File: config.mk
export PLATFORM = sky130hd
export DESIGN_NAME = rom_serial_dumper
export DESIGN_NICKNAME = d
export VERILOG_FILES = /design/src/rtl/hack_soc_pkg.sv /design/src/rtl/rom_serial_dumper.sv
export SDC_FILE = /design/constraint.sdc
export NUM_CORES = 1
export LEC_CHECK = 0
export ABC_AREA = 1
export BUFFER_PORTS_ARGS = -buffer_cell sky130_fd_sc_hd__buf_2
export CORE_MARGIN = 3
export CORE_UTILIZATION = 47
export DETAILED_ROUTE_END_ITERATION = 10
export PLACE_DENSITY = 0.71
export SYNTH_ARGS = -nofsm -noshare
export SYNTH_HDL_FRONTEND = slang
export SYNTH_SLANG_ARGS = --single-unit
File: constraint.sdc
create_clock -name clk -period 1.71 [get_ports clk]
set_clock_uncertainty 0.05 [all_clocks]
set_input_delay 0.171 -clock clk [delete_from_list [all_inputs] [get_ports clk]]
set_output_delay 0.171 -clock clk [all_outputs]
set_load 0.05 [all_outputs]
File: src/rtl/hack_soc_pkg.sv
`default_nettype none
// ============================================================================
// Package     : hack_soc_pkg
// Description : Shared definitions for the hack SoC ROM service blocks:
//               program-ROM address width and the state encoding of the
//               ROM serial dumper FSM.
//               Optional feature macro: ROM_DUMP_CHECKSUM_EN adds the
//               checksum-byte states to the encoding.
// Revision    : 1.0 - initial release
// ============================================================================
package hack_soc_pkg;

  // Program ROM holds 2**ROM_ADDR_WIDTH 16-bit words.
  localparam int ROM_ADDR_WIDTH = 15;

  localparam int DUMP_STATE_WIDTH = 4;

  localparam logic [DUMP_STATE_WIDTH-1:0] ENC_IDLE    = 4'd0;
  localparam logic [DUMP_STATE_WIDTH-1:0] ENC_READ    = 4'd1;
  localparam logic [DUMP_STATE_WIDTH-1:0] ENC_LATCH   = 4'd2;
  localparam logic [DUMP_STATE_WIDTH-1:0] ENC_SEND_HI = 4'd3;
  localparam logic [DUMP_STATE_WIDTH-1:0] ENC_ACK_HI  = 4'd4;
  localparam logic [DUMP_STATE_WIDTH-1:0] ENC_WAIT_HI = 4'd5;
  localparam logic [DUMP_STATE_WIDTH-1:0] ENC_SEND_LO = 4'd6;
  localparam logic [DUMP_STATE_WIDTH-1:0] ENC_ACK_LO  = 4'd7;
  localparam logic [DUMP_STATE_WIDTH-1:0] ENC_WAIT_LO = 4'd8;
`ifdef ROM_DUMP_CHECKSUM_EN
  localparam logic [DUMP_STATE_WIDTH-1:0] ENC_SEND_CK = 4'd9;
  localparam logic [DUMP_STATE_WIDTH-1:0] ENC_ACK_CK  = 4'd10;
  localparam logic [DUMP_STATE_WIDTH-1:0] ENC_WAIT_CK = 4'd11;
`endif
  localparam logic [DUMP_STATE_WIDTH-1:0] ENC_FINISH  = 4'd12;

  typedef enum logic [DUMP_STATE_WIDTH-1:0] {
    ST_IDLE    = ENC_IDLE,
    ST_READ    = ENC_READ,
    ST_LATCH   = ENC_LATCH,
    ST_SEND_HI = ENC_SEND_HI,
    ST_ACK_HI  = ENC_ACK_HI,
    ST_WAIT_HI = ENC_WAIT_HI,
    ST_SEND_LO = ENC_SEND_LO,
    ST_ACK_LO  = ENC_ACK_LO,
    ST_WAIT_LO = ENC_WAIT_LO,
`ifdef ROM_DUMP_CHECKSUM_EN
    ST_SEND_CK = ENC_SEND_CK,
    ST_ACK_CK  = ENC_ACK_CK,
    ST_WAIT_CK = ENC_WAIT_CK,
`endif
    ST_FINISH  = ENC_FINISH
  } dump_state_t;

endpackage : hack_soc_pkg
`default_nettype wire

File: src/rtl/rom_serial_dumper.sv
`default_nettype none
// ============================================================================
// Module      : rom_serial_dumper
// Description : Reads a span of program-ROM words and streams them to the
//               host through the UART transmit handshake, two bytes per word,
//               high byte first. Readback counterpart of the serial loader.
//               Optional feature macro: ROM_DUMP_CHECKSUM_EN - append one byte
//               equal to the XOR of all data bytes sent (not sent for an
//               empty dump).
// Ports       : clk, rst (sync, active-high)
//               start/start_addr/word_count : dump request (sampled in IDLE)
//               busy, done                  : status (done = 1-cycle pulse)
//               rom_addr, rom_rd, rom_data  : ROM read port (1-cycle latency)
//               uart_transmit, uart_tx_byte,
//               uart_is_transmitting        : UART transmit port
// Revision    : 1.0 - initial release
// ============================================================================
module rom_serial_dumper
  import hack_soc_pkg::*;
#(
  parameter int ADDR_WIDTH = ROM_ADDR_WIDTH,
  parameter int DATA_WIDTH = 16
) (
  input  logic                  clk,
  input  logic                  rst,
  input  logic                  start,
  input  logic [ADDR_WIDTH-1:0] start_addr,
  input  logic [ADDR_WIDTH:0]   word_count,
  output logic                  busy,
  output logic                  done,
  output logic [ADDR_WIDTH-1:0] rom_addr,
  output logic                  rom_rd,
  input  logic [DATA_WIDTH-1:0] rom_data,
  output logic                  uart_transmit,
  output logic [7:0]            uart_tx_byte,
  input  logic                  uart_is_transmitting
);

  localparam logic [ADDR_WIDTH-1:0] ADDR_ONE  = 1;
  localparam logic [ADDR_WIDTH:0]   COUNT_ONE = 1;

  dump_state_t           state;
  dump_state_t           next_state;

  logic [ADDR_WIDTH-1:0] addr;
  logic [ADDR_WIDTH:0]   count;
  logic [DATA_WIDTH-1:0] word;
  logic                  rd_pending;
  logic [7:0]            send_byte;
  logic                  sending;
`ifdef ROM_DUMP_CHECKSUM_EN
  logic [7:0]            checksum;
`endif

  // --------------------------------------------------------------------------
  // State register
  // --------------------------------------------------------------------------
  always_ff @(posedge clk) begin
    if (rst) begin
      state <= ST_IDLE;
    end else begin
      state <= next_state;
    end
  end

  // --------------------------------------------------------------------------
  // Next-state logic and state-decoded outputs
  // --------------------------------------------------------------------------
  always_comb begin
    next_state = state;
    send_byte  = 8'h00;
    sending    = 1'b0;

    case (state)
      ST_IDLE: begin
        if (start) begin
          next_state = (word_count == '0) ? ST_FINISH : ST_READ;
        end
      end

      ST_READ: next_state = ST_LATCH;

      // The first LATCH cycle captures the word; any extra cycles only wait
      // for a UART still busy with a byte from before a reset.
      ST_LATCH: begin
        if (!uart_is_transmitting) begin
          next_state = ST_SEND_HI;
        end
      end

      ST_SEND_HI: begin
        sending    = 1'b1;
        send_byte  = word[DATA_WIDTH-1 -: 8];
        next_state = ST_ACK_HI;
      end

      ST_ACK_HI: begin
        if (uart_is_transmitting) begin
          next_state = ST_WAIT_HI;
        end
      end

      ST_WAIT_HI: begin
        if (!uart_is_transmitting) begin
          next_state = ST_SEND_LO;
        end
      end

      ST_SEND_LO: begin
        sending    = 1'b1;
        send_byte  = word[7:0];
        next_state = ST_ACK_LO;
      end

      ST_ACK_LO: begin
        if (uart_is_transmitting) begin
          next_state = ST_WAIT_LO;
        end
      end

      ST_WAIT_LO: begin
        if (!uart_is_transmitting) begin
          if (count != COUNT_ONE) begin
            next_state = ST_READ;
          end else begin
`ifdef ROM_DUMP_CHECKSUM_EN
            next_state = ST_SEND_CK;
`else
            next_state = ST_FINISH;
`endif
          end
        end
      end

`ifdef ROM_DUMP_CHECKSUM_EN
      ST_SEND_CK: begin
        sending    = 1'b1;
        send_byte  = checksum;
        next_state = ST_ACK_CK;
      end

      ST_ACK_CK: begin
        if (uart_is_transmitting) begin
          next_state = ST_WAIT_CK;
        end
      end

      ST_WAIT_CK: begin
        if (!uart_is_transmitting) begin
          next_state = ST_FINISH;
        end
      end
`endif

      ST_FINISH: next_state = ST_IDLE;

      default: next_state = ST_IDLE;
    endcase
  end

  // --------------------------------------------------------------------------
  // Datapath: address, remaining count, captured word, checksum
  // --------------------------------------------------------------------------
  always_ff @(posedge clk) begin
    if (rst) begin
      addr       <= '0;
      count      <= '0;
      word       <= '0;
      rd_pending <= 1'b0;
`ifdef ROM_DUMP_CHECKSUM_EN
      checksum   <= 8'h00;
`endif
    end else begin
      // ROM data arrives exactly one cycle after the read strobe.
      rd_pending <= (state == ST_READ);
      if (rd_pending) begin
        word <= rom_data;
      end

      case (state)
        ST_IDLE: begin
          if (start) begin
            addr  <= start_addr;
            count <= word_count;
`ifdef ROM_DUMP_CHECKSUM_EN
            checksum <= 8'h00;
`endif
          end
        end

        ST_WAIT_LO: begin
          if (!uart_is_transmitting) begin
            addr  <= addr + ADDR_ONE;  // wraps modulo 2**ADDR_WIDTH
            count <= count - COUNT_ONE;
          end
        end

`ifdef ROM_DUMP_CHECKSUM_EN
        ST_SEND_HI, ST_SEND_LO: begin
          checksum <= checksum ^ send_byte;
        end
`endif

        default: ;
      endcase
    end
  end

  // --------------------------------------------------------------------------
  // Outputs. Status and transmit are gated by rst so an abort takes effect in
  // the same cycle it is asserted.
  // --------------------------------------------------------------------------
  assign rom_addr      = addr;
  assign rom_rd        = (state == ST_READ);
  assign uart_transmit = sending && !rst;
  assign uart_tx_byte  = send_byte;
  assign busy          = !rst && (state != ST_IDLE) && (state != ST_FINISH);
  assign done          = !rst && (state == ST_FINISH);

endmodule : rom_serial_dumper
`default_nettype wire

# == Word level (Yosys, flattened, before mapping) ==
# Cells that the tools add are included.
# totals
reg_bits,52
in_bits,51
output_inout_bits,27
wordCells,53
# op_classes
add_sub_neg,2
n_eq_ne,17
mux,17
n_reduce_logical,12
# op_table
cell,count
$pmux 4 s9,1
$mux 16,2
$mux 4,8
$pmux 16 s2,1
$mux 15,2
$pmux 15 s2,1
$eq 4x3->1 const B,4
$logic_not 16->1,1
$ne 16x1->1 const B,1
$pmux 8 s2,1
$sub 16x1->16 const B,1
$add 15x1->15 const B,1
$ne 2x2->1 const B,6
$eq 4x2->1 const B,2
$eq 4x4->1 const B,2
$reduce_and 6->1,1
$eq 4x1->1 const B,1
$logic_and 1x1->1,4
$logic_not 4->1,1
$ne 4x4->1 const B,1
$reduce_bool 4->1,1
$reduce_and 3->1,1
$reduce_bool 2->1,1
$reduce_or 2->1,1
other kinds (2),2

# == Logic depth before layout (Yosys ltp) ==
# Gate-level depths: netlist of run 1.
# logic_depth
word_depth,4
ltp_mapped,10
depth_no_buf,10

# == Worst setup path after synthesis of run 1 ==
# No wires, ideal clock.
# synth_path
path_type,register -> output
start,reg state[3]
end,out done
t_arrival_ns,2.085
required_ns,1.489
path_slack_ns,-0.596
stages_incl_launch_ff,4
n_path_buf,1
path_cell_list,dfxtp_1 > inv_2 > clkbuf_1 > nor4_1
# synth_between
elab_chain_cells,2
# synth_lines
item,line,rtl
"start, declared",rom_serial_dumper.sv:42,dump_state_t state;
"start signal, assigned",rom_serial_dumper.sv:62,state <= next_state;
$eq 4x4->1,rom_serial_dumper.sv:218,assign done = !rst && (state == ST_FINISH);
$logic_and 1x1->1,rom_serial_dumper.sv:218,
"end, declared",rom_serial_dumper.sv:30,"output logic done,"
# No other way between the ends.

# == Worst setup path after layout of run 1 ==
# layout_path
start,reg state[2]
end,out uart_transmit
# layout_between
elab_chain_cells,4
word_cells_on_any_way,5
cone_classes,eq/ne: 2; mux: 1; reduce/logical: 2
# layout_lines
item,line,rtl
$eq 4x3->1 / $eq 4x2->1 (equally long branches),rom_serial_dumper.sv:74,case (state)
$reduce_or 2->1 (no line) *,-,
$mux 1 *,rom_serial_dumper.sv:74,
$logic_and 1x1->1 *,rom_serial_dumper.sv:215,assign uart_transmit = sending && !rst;
"end, declared",rom_serial_dumper.sv:34,"output logic uart_transmit,"
# Every way passes the cells marked *; elsewhere a longest branch is shown, timed or not.

==> impl_results.md, run 1 <==
* Most common cell after layout, fill and taps aside: nand2_1
* Relative slew slack at 0.651
* Post-Syn Nets at 611
* WHS at 20.9 ps
* CP Max Fanout at 6
* Sequential Area at 0.00106 mm²
* Via Count at 3854
* Routed wire length at between 9000 and 10000 µm
* Initial antenna violation count at 0
* CTS sink cnt at 52
* Die height at 91.1 µm
* Pwr/cell area at approximately 1300 mW/mm²
* Crit path DAT at ~1500 ps
* Post-synth EDFFs at 0
* Status: complete, no violations
* CTS tree: done
* Syn. warnings at 0
* CTS hold repair buffers at 0
* Seq/Total Area, Yosys at 0.306
* CTS H-tree depth at 2
* Mean Syn Cell Area at 6.11 µm²
* Period minus WS final at 1670 ps
* CP Capture Type: output port
* Cell count after synthesis at 557
* Area contributors post-synth: dfxtp_1 (31%), nand2_1 (17%), nor2_1 (13%)
* Total Power at about 0.0054 W
* Global-route wire length before repair at around 16000 µm
* Final setup viols at 0
* Full die area at between 0.008 and 0.009 mm²
* Top cell type's share of synthesized area at 0.306
* Peak supply drop at 0.000756 V
* Via/cell ratio at 5.22
* Clock buffer depth at 2
* Ant diodes at 0
* Area Overhead vs Synth at 24.3%
* Final hold viol count at 0
* Type of the worst setup path: reg -> out
* Total track usage at 0.226
* Ys async rst share at 0
* Commonest non-fill, non-tap cells in the layout: nand2_1 (150), nor2_1 (117), buf_2 (67)
* DRT iter0 DRCs at 206
* Vias in the first global route at 3586
* Drt first pass iters at 5
* Final ANT Viol Nets at 0
* Buf/Inv on CP at 3
* Total CTS buffers at 5
* Fillers at 675
* Nets@finish at 696
* Post-DP HPWL at between 6000 and 7000 µm
* Layout cells sized above 1 at 0.247
* Port Buffers at 77
* Gr ovfl total at 0
* WP data required at between 1000 and 1500 ps
* Crit-path max cell delay at 390 ps
* Post-layout util at 0.613
* Main flop type after synthesis: dfxtp_1
* Most common cell on crit path: buf_6
* Mapped Area at 0.00341 mm²
* CP delay by family, top: buffers and inverters
* Worst-Skew Late Latency at roughly 320 ps
* P_leak at 1.92 nW
* Core area at slightly below 0.007 mm²
* Row cnt at 30
* Crit path max-delay cell type: dfxtp_4
* Worst Setup Start Kind: register
* Gp weighted congestion at 0.908
* Netlist cell types at 42
* Multi-input logic area at 0.00210 mm²
* Largest net degree at the start of global routing at 38
* Place WS at 80.6 ps
* RSZ-0062 raised after global routing: yes
* Starting Density at 0.493
* WL/cell at 13.0 µm
* Die W at approximately 91 µm
* MaxCap Viol Count at 0
* Final period util at 0.976
* Post-route DRC at 0
* # IOs at 78
* Seq cells post-synth at 52
* Clock slew at reported path FFs at 100 ps
* Hold/Removal Path Class: in -> reg
* Max-slew violations at 0
* Worst Tran Pin Value at approximately 520 ps
* Achievable Freq at 0.599 GHz
* Final setup margin at 40.8 ps
* Synth area leader: dfxtp_1
* Crit path cell chain: inv_2 -> nor2_2 -> buf_6 -> nand2_1 -> a21oi_2 -> buf_6
* Root Driver: clkbuf_8
## cells in the mapped netlist (2+ instances only)
library cell    n
nand2_1       150
nor2_1        120
dfxtp_1        52
nand3_1        46
inv_1          35
o21ai_0        35
a21oi_1        26
nor2_2         11
clkbuf_1       10
a21oi_2         8
buf_2           6
nand4_1         5
nor3_1          4
o21ai_1         4
buf_4           3
buf_6           3
ha_1            3
nand3b_1        3
o211ai_1        3
o22ai_1         3
or2_2           3
inv_2           2
nand2_4         2
nor2_4          2
## path summary, 6_finish.rpt
| kind | startpoint | end | slack (ps) | cells past startpoint |
|---|---|---|---|---|
| hold reg to reg | rom_addr[14] | rom_addr[14] | 460 | 2 |
| setup / recovery | state[2] | uart_transmit | 40 | 6 |
| hold / removal | rom_data[3] | word[3] | 20 | 3 |
| setup reg to reg | state[1] | rom_addr[8] | 70 | 9 |
## report_power, final
part           switching (W)  total [W]  internal [W]
Combinational        0.00180    0.00271      0.000913
Clock               0.000459   0.000900      0.000442
Sequential          0.000326    0.00183       0.00150
## cells by family (layout without fill, tap and decap cells)
group,Yosys count,after routing,synth area share
buffers and inverters,63,149,0.0871
AO/OA/AOI/OAI,84,84,0.141
multiplexers,1,1,0.00294
flip-flops,52,52,0.306
XOR/XNOR,2,2,0.00514
adder cells (fa/ha/maj),3,3,0.0110
AND/OR/NAND/NOR,352,352,0.447
## area by class of cell
cell class                      count  area share
Multi-Input combinational cell    442       0.496
Sequential cell                    52       0.249
Timing Repair Buffer              102       0.162
Inverter                           39      0.0364
Tap cell                           96      0.0284
Clock buffer                        5      0.0163
Clock inverter                      3      0.0109
## tightest hold or removal path, cell delays in order
cell and delay (ps):
buf_2 80, nor2_1 30, nor2_1 80
## stage by stage
step           cells  TNS (ps)  instance area, µm²
3_3_place_gp     721         0                3920
3_5_place_dp     721         0                3920
5_1_grt          739      -199                4230
4_1_cts          730         0                4100
2_1_floorplan    557     -24.6                3420
6_report         739         0                4230
## state kept, by name, summed over array words and instances, names as in the netlist
signal / count
state: 4
rom_addr: 15
word: 16
rd_pending: 1
count: 16
## repair_timing
item	in CTS	in global routing
endpoints found under the setup margin	10	25
pin swaps	1	4
resized for setup	17	16
buffers inserted	1	7
gates cloned	0	2
## routing by layer
metal  track usage  wire (µm)
met4        0.0804        127
met1         0.288       4390
met2         0.380       4580
met3        0.0439        541
met5             0          0
(Power assumes the default switching activity.)
==> inputs of run 2 (changes only) <==
ABC_CLOCK_PERIOD_IN_PS = 1710   (was not set)
MAX_ROUTING_LAYER = met4   (was not set)
REMOVE_ABC_BUFFERS = 1   (was not set)
==> impl_results.md, run 2 (synthesized netlist as in run 1, its figures left out) <==
* Status: complete, no violations
* CP Capture Type: output port
* Max-slew violations at 0 (unchanged)
* Comb power frac at 0.512 (+0.013)
* Post-route DRC at 0 (unchanged)
* Final setup margin at 19.8 ps (-21.0 ps)
* Area Overhead vs Synth at 22.8%
* WL/cell at 13.1 µm (+0.27%)
* Relative slew slack at 0.655 (+0.00468)
* DRT iter0 DRCs at 226 (+9.7%)
* Final period util at 0.988 (+0.0123)
* Hold/Removal Path Class: in -> reg
* CTS tree: done
* Crit-path max cell delay at 380 ps (about the same)
* GRT busiest layer: met2
* Buf/Inv on CP at 2 (-1)
* Final ANT Viol Nets at 0 (unchanged)
* Worst Setup Start Kind: register
* Clock buffer depth at 2 (unchanged)
* Ant diodes at 0 (unchanged)
* Root Driver: clkbuf_8
* CTS sink cnt at 52 (unchanged)
* Final setup viols at 0 (unchanged)
* CP startpoint: state[1]
* CP delay by family, top: simple AND/OR/NAND/NOR gates
* Sequential Area at 0.00106 mm² (unchanged)
* Placed Cells at 722 (+0.14%)
* Die W at 91.1 µm (unchanged)
* Die height at 91.1 µm (unchanged)
* Initial antenna violation count at 0 (unchanged)
* CP Max Fanout at 5 (-1)
* Nets@finish at 695 (-0.14%)
* Largest net degree at the start of global routing at 38 (unchanged)
* Worst-Skew Late Latency at 310 ps (about the same)
* Worst Reg-to-Reg Cells at 11 (+2)
* Global-route wire length before repair at 15100 µm (-4.9%)
* Vias in the first global route at 3426 (-4.5%)
* Post-DP HPWL at 6540 µm (-3.2%)
* Via/cell ratio at 5.22 (+0.16%)
* Met3 GRT Util at 0.0356 (-0.00829)
* Layout Cells excl Fill at 738 (-0.14%)
* # IOs at 78 (unchanged)
* WP data required at 1490 ps (about the same)
* P_leak at 1.89 nW (-1.4%)
* MaxCap Viol Count at 0 (unchanged)
* CTS hold repair buffers at 0 (unchanged)
* Layout cells sized above 1 at 0.241 (-0.00585)
* Crit path cell chain: nor2_4 -> inv_1 -> nor4_2 -> buf_4
* Crit path max-delay cell type: dfxtp_4
* Met1 Use GR at 0.285 (-0.00277)
* M2 GR Usage at 0.354 (-0.0264)
* Starting Density at 0.493 (unchanged)
* Fillers at 674 (-0.15%)
* Worst Tran Pin Value at 516 ps (-7.00 ps)
* Port Buffers at 77 (unchanged)
* Gp weighted congestion at 0.859 (-5.5%)
* Pwr/cell area at 1250 mW/mm² (-2.3%)
* P_sw at 0.00260 W (+0.70%)
* Worst R2R Start: state[2]
* RSZ-0062 raised after global routing: yes
* Clock network fraction of total power at 0.143 (-0.023)
* Gr ovfl total at 0 (unchanged)
* Multi-input logic area at 0.00213 mm² (+1.2%)
* Full die area at 0.00830 mm² (unchanged)
* Clock slew at reported path FFs at 100 ps (about the same)
* Core area at 0.00691 mm² (unchanged)
* Final hold viol count at 0 (unchanged)
* Drt first pass iters at 5 (unchanged)
* Crit path depth at 4 (-2)
* R2R Setup Slk at 90 ps (+20 ps)
* Peak supply drop at 0.000757 V (about the same)
* Setup TNS at 0 ps (unchanged)
* Commonest non-fill, non-tap cells in the layout: nand2_1 (150), nor2_1 (118), buf_2 (66)
* Routed wire length at 9650 µm (+0.13%)
* Internal power at 0.00265 W (-7.2%)
* Sw Ratio at 0.496 (+0.0205)
* Period minus WS final at 1690 ps (+21.0 ps)
* Setup crit end: done
* Type of the worst setup path: reg -> out
* Place WS at 83.8 ps (+3.19 ps)
* CTS H-tree depth at 2 (unchanged)
* Via Count at 3855 (+0.026%)
* Flop pwr share at 0.345 (+0.009)
* Achievable Freq at 0.592 GHz (-1.2%)
* Total CTS buffers at 5 (unchanged)
* Crit path DAT at 1470 ps (+20 ps)
* Total track usage at 0.220 (-0.00630)
* Most common cell after layout, fill and taps aside: nand2_1
* R2R Path End: state[3]
* Row cnt at 30 (unchanged)
## run 2: cell types whose count changed in the layout (fill, tap and decap cells not counted), sizes merged
cell    change
clkbuf      +1
nand2       +1
bufinv      -1
buf         -4
inv         +1
nor2        +1
## run 2: layout make-up
type,count,share of cell area
well taps,96,0.0287
repair buffers,99,0.151
inverters,39,0.0374
clock inverters,3,0.00598
multi-input cells,444,0.508
flip-flops and latches,52,0.252
clock buffers,5,0.0165
## run 2: worst min path at each step
stage                     slack [ps]         to          from  cells after the start
after floorplan                  180  count[10]           rst                      1
after global routing              20    word[1]   rom_data[1]                      3
after global placement           340   word[12]  rom_data[12]                      3
final                             20    word[4]   rom_data[4]                      3
after detailed placement         350    word[4]   rom_data[4]                      3
after CTS                         20    word[4]   rom_data[4]                      3
## run 2: metrics by stage
stage,power [W],hold slack (ps),cell area [µm²],util
after global placement,0.00430,344,3900,0.565
after detailed placement,0.00435,350,3900,0.565
after floorplan,0.00367,183,3260,-
after global routing,0.00568,19.5,4180,0.606
after CTS,0.00514,18.6,4040,0.586
final,0.00525,24.6,4180,0.606
## run 2: repair_timing
item	4_1_cts	5_1_grt
setup buffers	0	4
gates cloned	0	4
setup endpoints to repair	11	21
resized for setup	19	19
pin swaps	0	5
## run 2: routing by layer
layer | wire (µm) | part of all wire | up-vias
met5 | 0 | 0 | -
met2 | 4470 | 0.46 | 130
met4 | 110 | 0.011 | 0
met3 | 588 | 0.061 | 10
met1 | 4480 | 0.46 | 1753
li1 | - | - | 1962
## run 2: power by group through the flow
| stage | Clock (W) | Sequential [W] | Combinational [W] |
|---|---|---|---|
| 2_1_floorplan | 0 | 0.00211 | 0.00156 |
| 3_3_place_gp | 0 | 0.00181 | 0.00249 |
| 3_5_place_dp | 0 | 0.00181 | 0.00254 |
| 4_1_cts | 0.000780 | 0.00179 | 0.00256 |
| 5_1_grt | 0.000829 | 0.00186 | 0.00299 |
| 6_report | 0.000750 | 0.00181 | 0.00269 |
## run 2: worst min-delay path, stage by stage
cell	delay [ps]
buf_2	70
nor2_1	30
nor2_1	80
